$ cat src/rtl/vga_timing_gen.sv
`default_nettype none
// ============================================================================
//  Module   : vga_timing_gen
//  Brief    : 640x480 raster timing generator. Produces pixel coordinates,
//             the visible-area flag, line/frame pulses, a frame counter and
//             monitor sync pulses delayed to match registered colour output.
//  Revision : 1.0 - initial release
// ============================================================================
module vga_timing_gen #(
    parameter int H_ACTIVE   = 640,
    parameter int H_FP       = 16,
    parameter int H_SYNC     = 96,
    parameter int H_BP       = 48,
    parameter int V_ACTIVE   = 480,
    parameter int V_FP       = 10,
    parameter int V_SYNC     = 2,
    parameter int V_BP       = 33,
    parameter int SYNC_DELAY = 1
) (
    input  logic       vga_clk,
    input  logic       reset_n,
    input  logic       pixel_ce,
    output logic [9:0] DrawX,
    output logic [9:0] DrawY,
    output logic       blank,
    output logic       hs,
    output logic       vs,
    output logic       line_start,
    output logic       frame_start,
    output logic [7:0] frame_count
);

    localparam int c_h_total  = H_ACTIVE + H_FP + H_SYNC + H_BP;
    localparam int c_v_total  = V_ACTIVE + V_FP + V_SYNC + V_BP;
    // Sync windows are compared as int so an end value of 1024 cannot wrap.
    localparam int c_hs_start = H_ACTIVE + H_FP;
    localparam int c_hs_end   = H_ACTIVE + H_FP + H_SYNC;
    localparam int c_vs_start = V_ACTIVE + V_FP;
    localparam int c_vs_end   = V_ACTIVE + V_FP + V_SYNC;
    localparam logic [9:0] c_h_last = 10'(c_h_total - 1);
    localparam logic [9:0] c_v_last = 10'(c_v_total - 1);

    // Counters are 10 bits wide and the delay line is at most 4 stages deep.
    generate
        if (c_h_total > 1024 || c_v_total > 1024 || SYNC_DELAY > 4 || SYNC_DELAY < 0) begin : g_param_check
            $error("vga_timing_gen: H_TOTAL/V_TOTAL must be <= 1024 and SYNC_DELAY in 0..4");
        end
    endgenerate

    logic [9:0] r_hc;
    logic [9:0] r_vc;
    logic       r_line_start;
    logic       r_frame_start;
    logic [7:0] r_frame_count;

    logic w_h_last;
    logic w_v_last;
    logic w_hs_raw;
    logic w_vs_raw;

    assign w_h_last = (r_hc == c_h_last);
    assign w_v_last = (r_vc == c_v_last);

    // Raw active-low sync decode of the current position.
    assign w_hs_raw = !((int'(r_hc) >= c_hs_start) && (int'(r_hc) < c_hs_end));
    assign w_vs_raw = !((int'(r_vc) >= c_vs_start) && (int'(r_vc) < c_vs_end));

    // Visible flag is decoded from the live counters so it lines up with DrawX/DrawY.
    assign blank = (int'(r_hc) < H_ACTIVE) && (int'(r_vc) < V_ACTIVE);

    // Horizontal/vertical raster counters, advancing one pixel per enabled step.
    always_ff @(posedge vga_clk or negedge reset_n) begin
        if (!reset_n) begin
            r_hc <= '0;
            r_vc <= '0;
        end else if (pixel_ce) begin
            if (w_h_last) begin
                r_hc <= '0;
                r_vc <= w_v_last ? 10'd0 : r_vc + 10'd1;
            end else begin
                r_hc <= r_hc + 10'd1;
            end
        end
    end

    // Wrap pulses last one vga_clk cycle even when pixel_ce is low afterwards.
    always_ff @(posedge vga_clk or negedge reset_n) begin
        if (!reset_n) begin
            r_line_start  <= 1'b0;
            r_frame_start <= 1'b0;
            r_frame_count <= '0;
        end else begin
            r_line_start  <= pixel_ce && w_h_last;
            r_frame_start <= pixel_ce && w_h_last && w_v_last;
            if (pixel_ce && w_h_last && w_v_last) begin
                r_frame_count <= r_frame_count + 8'd1;
            end
        end
    end

    generate
        if (SYNC_DELAY == 0) begin : g_no_delay
            assign hs = w_hs_raw;
            assign vs = w_vs_raw;
        end else begin : g_delay
            logic r_hs_pipe [SYNC_DELAY];
            logic r_vs_pipe [SYNC_DELAY];

            // Sync delay line, stepping only on pixel_ce so the lag is counted in pixels.
            always_ff @(posedge vga_clk or negedge reset_n) begin
                if (!reset_n) begin
                    for (int i = 0; i < SYNC_DELAY; i++) begin
                        r_hs_pipe[i] <= 1'b1;
                        r_vs_pipe[i] <= 1'b1;
                    end
                end else if (pixel_ce) begin
                    r_hs_pipe[0] <= w_hs_raw;
                    r_vs_pipe[0] <= w_vs_raw;
                    for (int i = 1; i < SYNC_DELAY; i++) begin
                        r_hs_pipe[i] <= r_hs_pipe[i-1];
                        r_vs_pipe[i] <= r_vs_pipe[i-1];
                    end
                end
            end

            assign hs = r_hs_pipe[SYNC_DELAY-1];
            assign vs = r_vs_pipe[SYNC_DELAY-1];
        end
    endgenerate

    assign DrawX       = r_hc;
    assign DrawY       = r_vc;
    assign line_start  = r_line_start;
    assign frame_start = r_frame_start;
    assign frame_count = r_frame_count;

endmodule
`default_nettype wire

$ cat config.mk
export PLATFORM = sky130hd
export DESIGN_NAME = vga_timing_gen
export DESIGN_NICKNAME = d
export VERILOG_FILES = /design/src/rtl/vga_timing_gen.sv
export SDC_FILE = /design/constraint.sdc
export NUM_CORES = 1
export LEC_CHECK = 0
export CORE_MARGIN = 4
export CORE_UTILIZATION = 50
export DETAILED_ROUTE_END_ITERATION = 8
export PLACE_DENSITY = 0.79
export SLEW_MARGIN = 20
export SYNTH_ARGS = -nofsm -noshare
export SYNTH_HDL_FRONTEND = slang
export SYNTH_SLANG_ARGS = --single-unit
$ cat constraint.sdc
create_clock -name vga_clk -period 2.2 [get_ports vga_clk]
set_input_delay 0.44 -clock vga_clk [delete_from_list [all_inputs] [get_ports vga_clk]]
set_output_delay 0.44 -clock vga_clk [all_outputs]
set_load 0.005 [all_outputs]
# Yosys cells after proc, flatten, opt, wreduce, memory -nomap -nowiden
# Cells that the tools add are included.
# totals
regBits	32
input_bits	3
elab_cells	28
# classes
n_addsub	3
n_lt_le_gt_ge	6
eq_ne	2
n_mux	2
n_reduce_logical	8
# ops
op	n
adder 10 x 1 -> 10 bit (second input constant)	2
== test 10 bit (second input constant)	2
less-than comparator 10 bit (second input constant)	2
less-than comparator 10 x 9 -> 1 bit (second input constant)	2
two-way mux 10 bit	2
>= comparator 10 bit (second input constant)	1
>= comparator 10 x 9 -> 1 bit (second input constant)	1
adder 8 x 1 -> 8 bit (second input constant)	1
logical AND 1 bit	5
zero test 1 bit	2
AND reduction 2 bit	1

# Logic depth before layout (Yosys ltp)
# logic_depth
ltp_word	3
ltp_mapped	7
ltp_nobuf	6

# Worst setup path before layout
# Ideal clock, no wire load.
# synth_path
kind	register -> register
startpoint	register r_vc[0], in the netlist DrawY[0]
endpoint	register r_frame_count[1], in the netlist frame_count[1]
setup_time_ns	0.128
arrival_time_ns	1.864
required_time_ns	2.072
slack_ns	0.208
stages_incl_launch_ff	7
n_path_buf	0
cell_sequence	dfrtp_1 -> inv_1 -> ha_1 -> nor4bb_1 -> nand4_1 -> nor2_4 -> mux2_1
# synth_between
elab_chain_cells	2
# synth_rtl
element	line	rtl
start: declaration	51	logic [9:0] r_vc;
start signal: assignment	79	r_vc <= w_v_last ? 10'd0 : r_vc + 10'd1;
== test 10 bit	62	assign w_v_last = (r_vc == c_v_last);
logical AND 1 bit	95	if (pixel_ce && w_h_last && w_v_last) begin
end signal: assignment	96	r_frame_count <= r_frame_count + 8'd1;
end: declaration	54	logic [7:0] r_frame_count;
# No other way between the ends.
# A chain may end at the register's enable or synchronous reset.

# Final worst setup path
# layout_path
startpoint	register r_vc[7], in the netlist DrawY[7]
endpoint	output port blank
# layout_between
elab_chain_cells	2
# layout_rtl
element	line	rtl
less-than comparator 10 x 9 -> 1 bit	69	assign blank = (int'(r_hc) < H_ACTIVE) && (int'(r_vc) < V_ACTIVE);
logical AND 1 bit	69	
end: declaration	25	output logic blank,
# No other way between the ends.

==> reports/metrics.csv <==
metric,value,unit
Top Layer Used,met4,
Fin. Hold Viols,0,
"count leader, synth",dfrtp_1,
sequential-to-total area share from yosys stat,49.46,%
Post-Synth XOR/XNOR Area,11.33,%
design area,0.002201,mm2
Main synth FF type,dfrtp_1,
slowest cell on the critical path,dfrtp_1,
worst path arrival time,1.55,ns
clk sink count,32,
DP Cell Count,234,
met2 wire len,2007,um
via count,1324,
PwrDens,651.5,mW/mm2
htree depth,2,
type of the worst min-delay path,primary input to async pin,
Die Ht,64.99,um
placer congestion estimate,0.8204,
Max Freq,502.6,MHz
Compound-Gate Fraction of Synth Area,4.083,%
Area Growth Syn to Fin,35.52,%
clock skew,0.007005,ns
number of enable flip-flop cells after synthesis,0,
Crit path largest cell delay,0.41,ns
asr flop ratio synth,100.0,%
synth warn,0,
met3 WL,229,um
Yosys cell types,36,
TritonCTS clock tree,done,
Post-synth top cells,"dfrtp_1 (30), xnor2_1 (12), nand3_1 (11), nor2_1 (10), xor2_1 (9)",
Mapped Area,0.001624,mm2
vias in the first global route,1354,
row cnt,20,
initial DRC count,58,
Clock transition at path regs,0.10,ns
Post-Synth Simple-Gate Area,24.58,%
Core Area,0.003078,mm2
GRT overflow,0,
Slew @ Worst Pin,0.3957,ns
HPWL after DPL,2846,um
post-synth top area share,46.22,%
clock root buffer master,clkbuf_4,
largest family of logic cells by synthesized area,simple AND/OR/NAND/NOR gates,
largest net degree at the start of global routing,33,
Port Buffers,35,
Total GRT Usage,21.14,%
Final setup viols,0,
number of synthesized register bits,32,
first-pass GRT wire length,6741,um
fin crit period,1.990,ns
synth top area cells,"dfrtp_1 (46%), xnor2_1 (6.5%), xor2_1 (4.9%)",
Synth Area in Adders,4.622,%
clk_lat worst skew,0.34,ns
Finished Layout Cells,244,
Tcrit/Tclk final,90.45,%
Final #Nets,208,
critical path class,flop to output pin,
number of remaining DRC errors,0,
placed inst area,0.002095,mm2
Metal-1 WL,1551,um
crit-path cells,and3_1 > and2_1 > nor3_2 > dlygate4sd2_1,
Antenna Nets Post-Route,0,
post-synthesis cell count,148,
number of fill cells in the layout,237,
share of layout cells above drive strength 1,17.00,%
run status,"complete, no violations",
total CTS buffers,5,
RSZ-0062 raised after global routing,false,
slew margin rel.,73.38,%
Avg Synthesized Cell Area,10.97,um2
drt via density,5.426,
drt total wl,3854,um
die span in x,64.99,um
CP Launch Type,flop,
crit-path max FO,4,
Initial Utilization,52.76,%
critical path capture point type,output pin,
Required @ worst endpoint,1.76,ns
Max Cap Viol,0,
Syn Nets,157,
clk buf depth,2,
max-slew violations,0,
I/O pin total,36,
ant diodes,0,
routed length per placed instance,15.80,um
# hold bufs at CTS,0,
DR pass1 iterations,4,
post-synthesis mux area share,2.003,%
Pleak,1.012,nW
Yosys top cell by area,dfrtp_1,
VDD IR max,646.7,uV
initial antenna violation count,0,
die area,0.004224,mm2
[cells in the final DEF (no fill, tap or decap), drive strengths merged, types with 7 or more instances in the layout]
master,n
buf,13
clkdlybuf4s50,34
dfrtp,30
inv,9
nand2,8
nand3,11
nand4,8
nor2,11
nor4,7
xnor2,12
xor2,9
[final timing paths]
kind	start	endpoint	slack (ns)	cells after the start
max	DrawY[7]	blank	0.21	4
max reg2reg	DrawY[0]	frame_count[6]	0.26	7
min reg2reg	frame_count[7]	frame_count[7]	0.48	1
max in group asynchronous	reset_n	hs	1.38	2
min	reset_n	frame_count[7]	0.48	2
min in group vga_clk	frame_count[7]	frame_count[7]	0.48	1
[flip-flops by register name, indices dropped and copies added (netlist names)]
register / cells
DrawX: 10
DrawY: 10
frame_count: 8
frame_start: 1
hs: 1
line_start: 1
vs: 1
[metrics by stage]
| step | setup TNS [ns] | utilization (%) | setup slack [ns] | hold WS (ns) | total power [W] |
|---|---|---|---|---|---|
| floorplan | 0 | - | 0.2083 | 0.1444 | 0.0008516 |
| global placement | 0 | 68.05 | 0.05196 | 0.4583 | 0.0009833 |
| detailed placement | -0.02997 | 68.05 | -0.02997 | 0.4819 | 0.0009996 |
| CTS | 0 | 71.14 | 0.1702 | 0.4949 | 0.001441 |
| global route | 0 | 71.50 | 0.08730 | 0.5091 | 0.001505 |
| finish | 0 | 71.50 | 0.2102 | 0.4835 | 0.001434 |
[worst max-delay path: cells and delay by family (launching register included)]
family	cells	cell delay [ns]
buf+inv	1	0.26
flops	1	0.41
simple gates	3	0.54
[routing by layer]
metal / track usage (%) / up-vias
met5: 0 / -
met4: 7.916 / 0
met3: 6.586 / 6
met2: 36.53 / 34
met1: 24.33 / 660
li1: - / 624
[logic make-up (layout without fill, tap and decap cells)]
kind of cell	after synthesis	count (layout)
mux	3	3
xor+xnor	21	21
buf+inv	13	65
simple gates	63	63
compound gates	10	10
flops	32	32
fa+ha+maj	6	6
[where the power goes]
part / switching, W / leakage, nW / total (W) / internal [W]
Clock: 0.000202 / 0.0422 / 0.000440 / 0.000238
Sequential: 0.0000903 / 0.414 / 0.000722 / 0.000632
Combinational: 0.000116 / 0.556 / 0.000271 / 0.000155
Total: 0.000409 / 1.01 / 0.00143 / 0.00103
[cell type report]
class	count	area [um2]	area share, %
timing repair buffer	48	459.2	20.86
inverter	9	33.78	1.535
clock buffer	6	41.29	1.876
sequential	32	803.3	36.50
multi-input combinational	103	773.2	35.13
tap	44	55.05	2.501
clock inverter	2	35.03	1.592
[timing repair]
item | CTS | global route
resized for setup | 2 | 2
endpoints found under the setup margin | 1 | 1
buffers inserted | 2 | 0
cloned | 0 | 0
(Power assumes the default switching activity.)
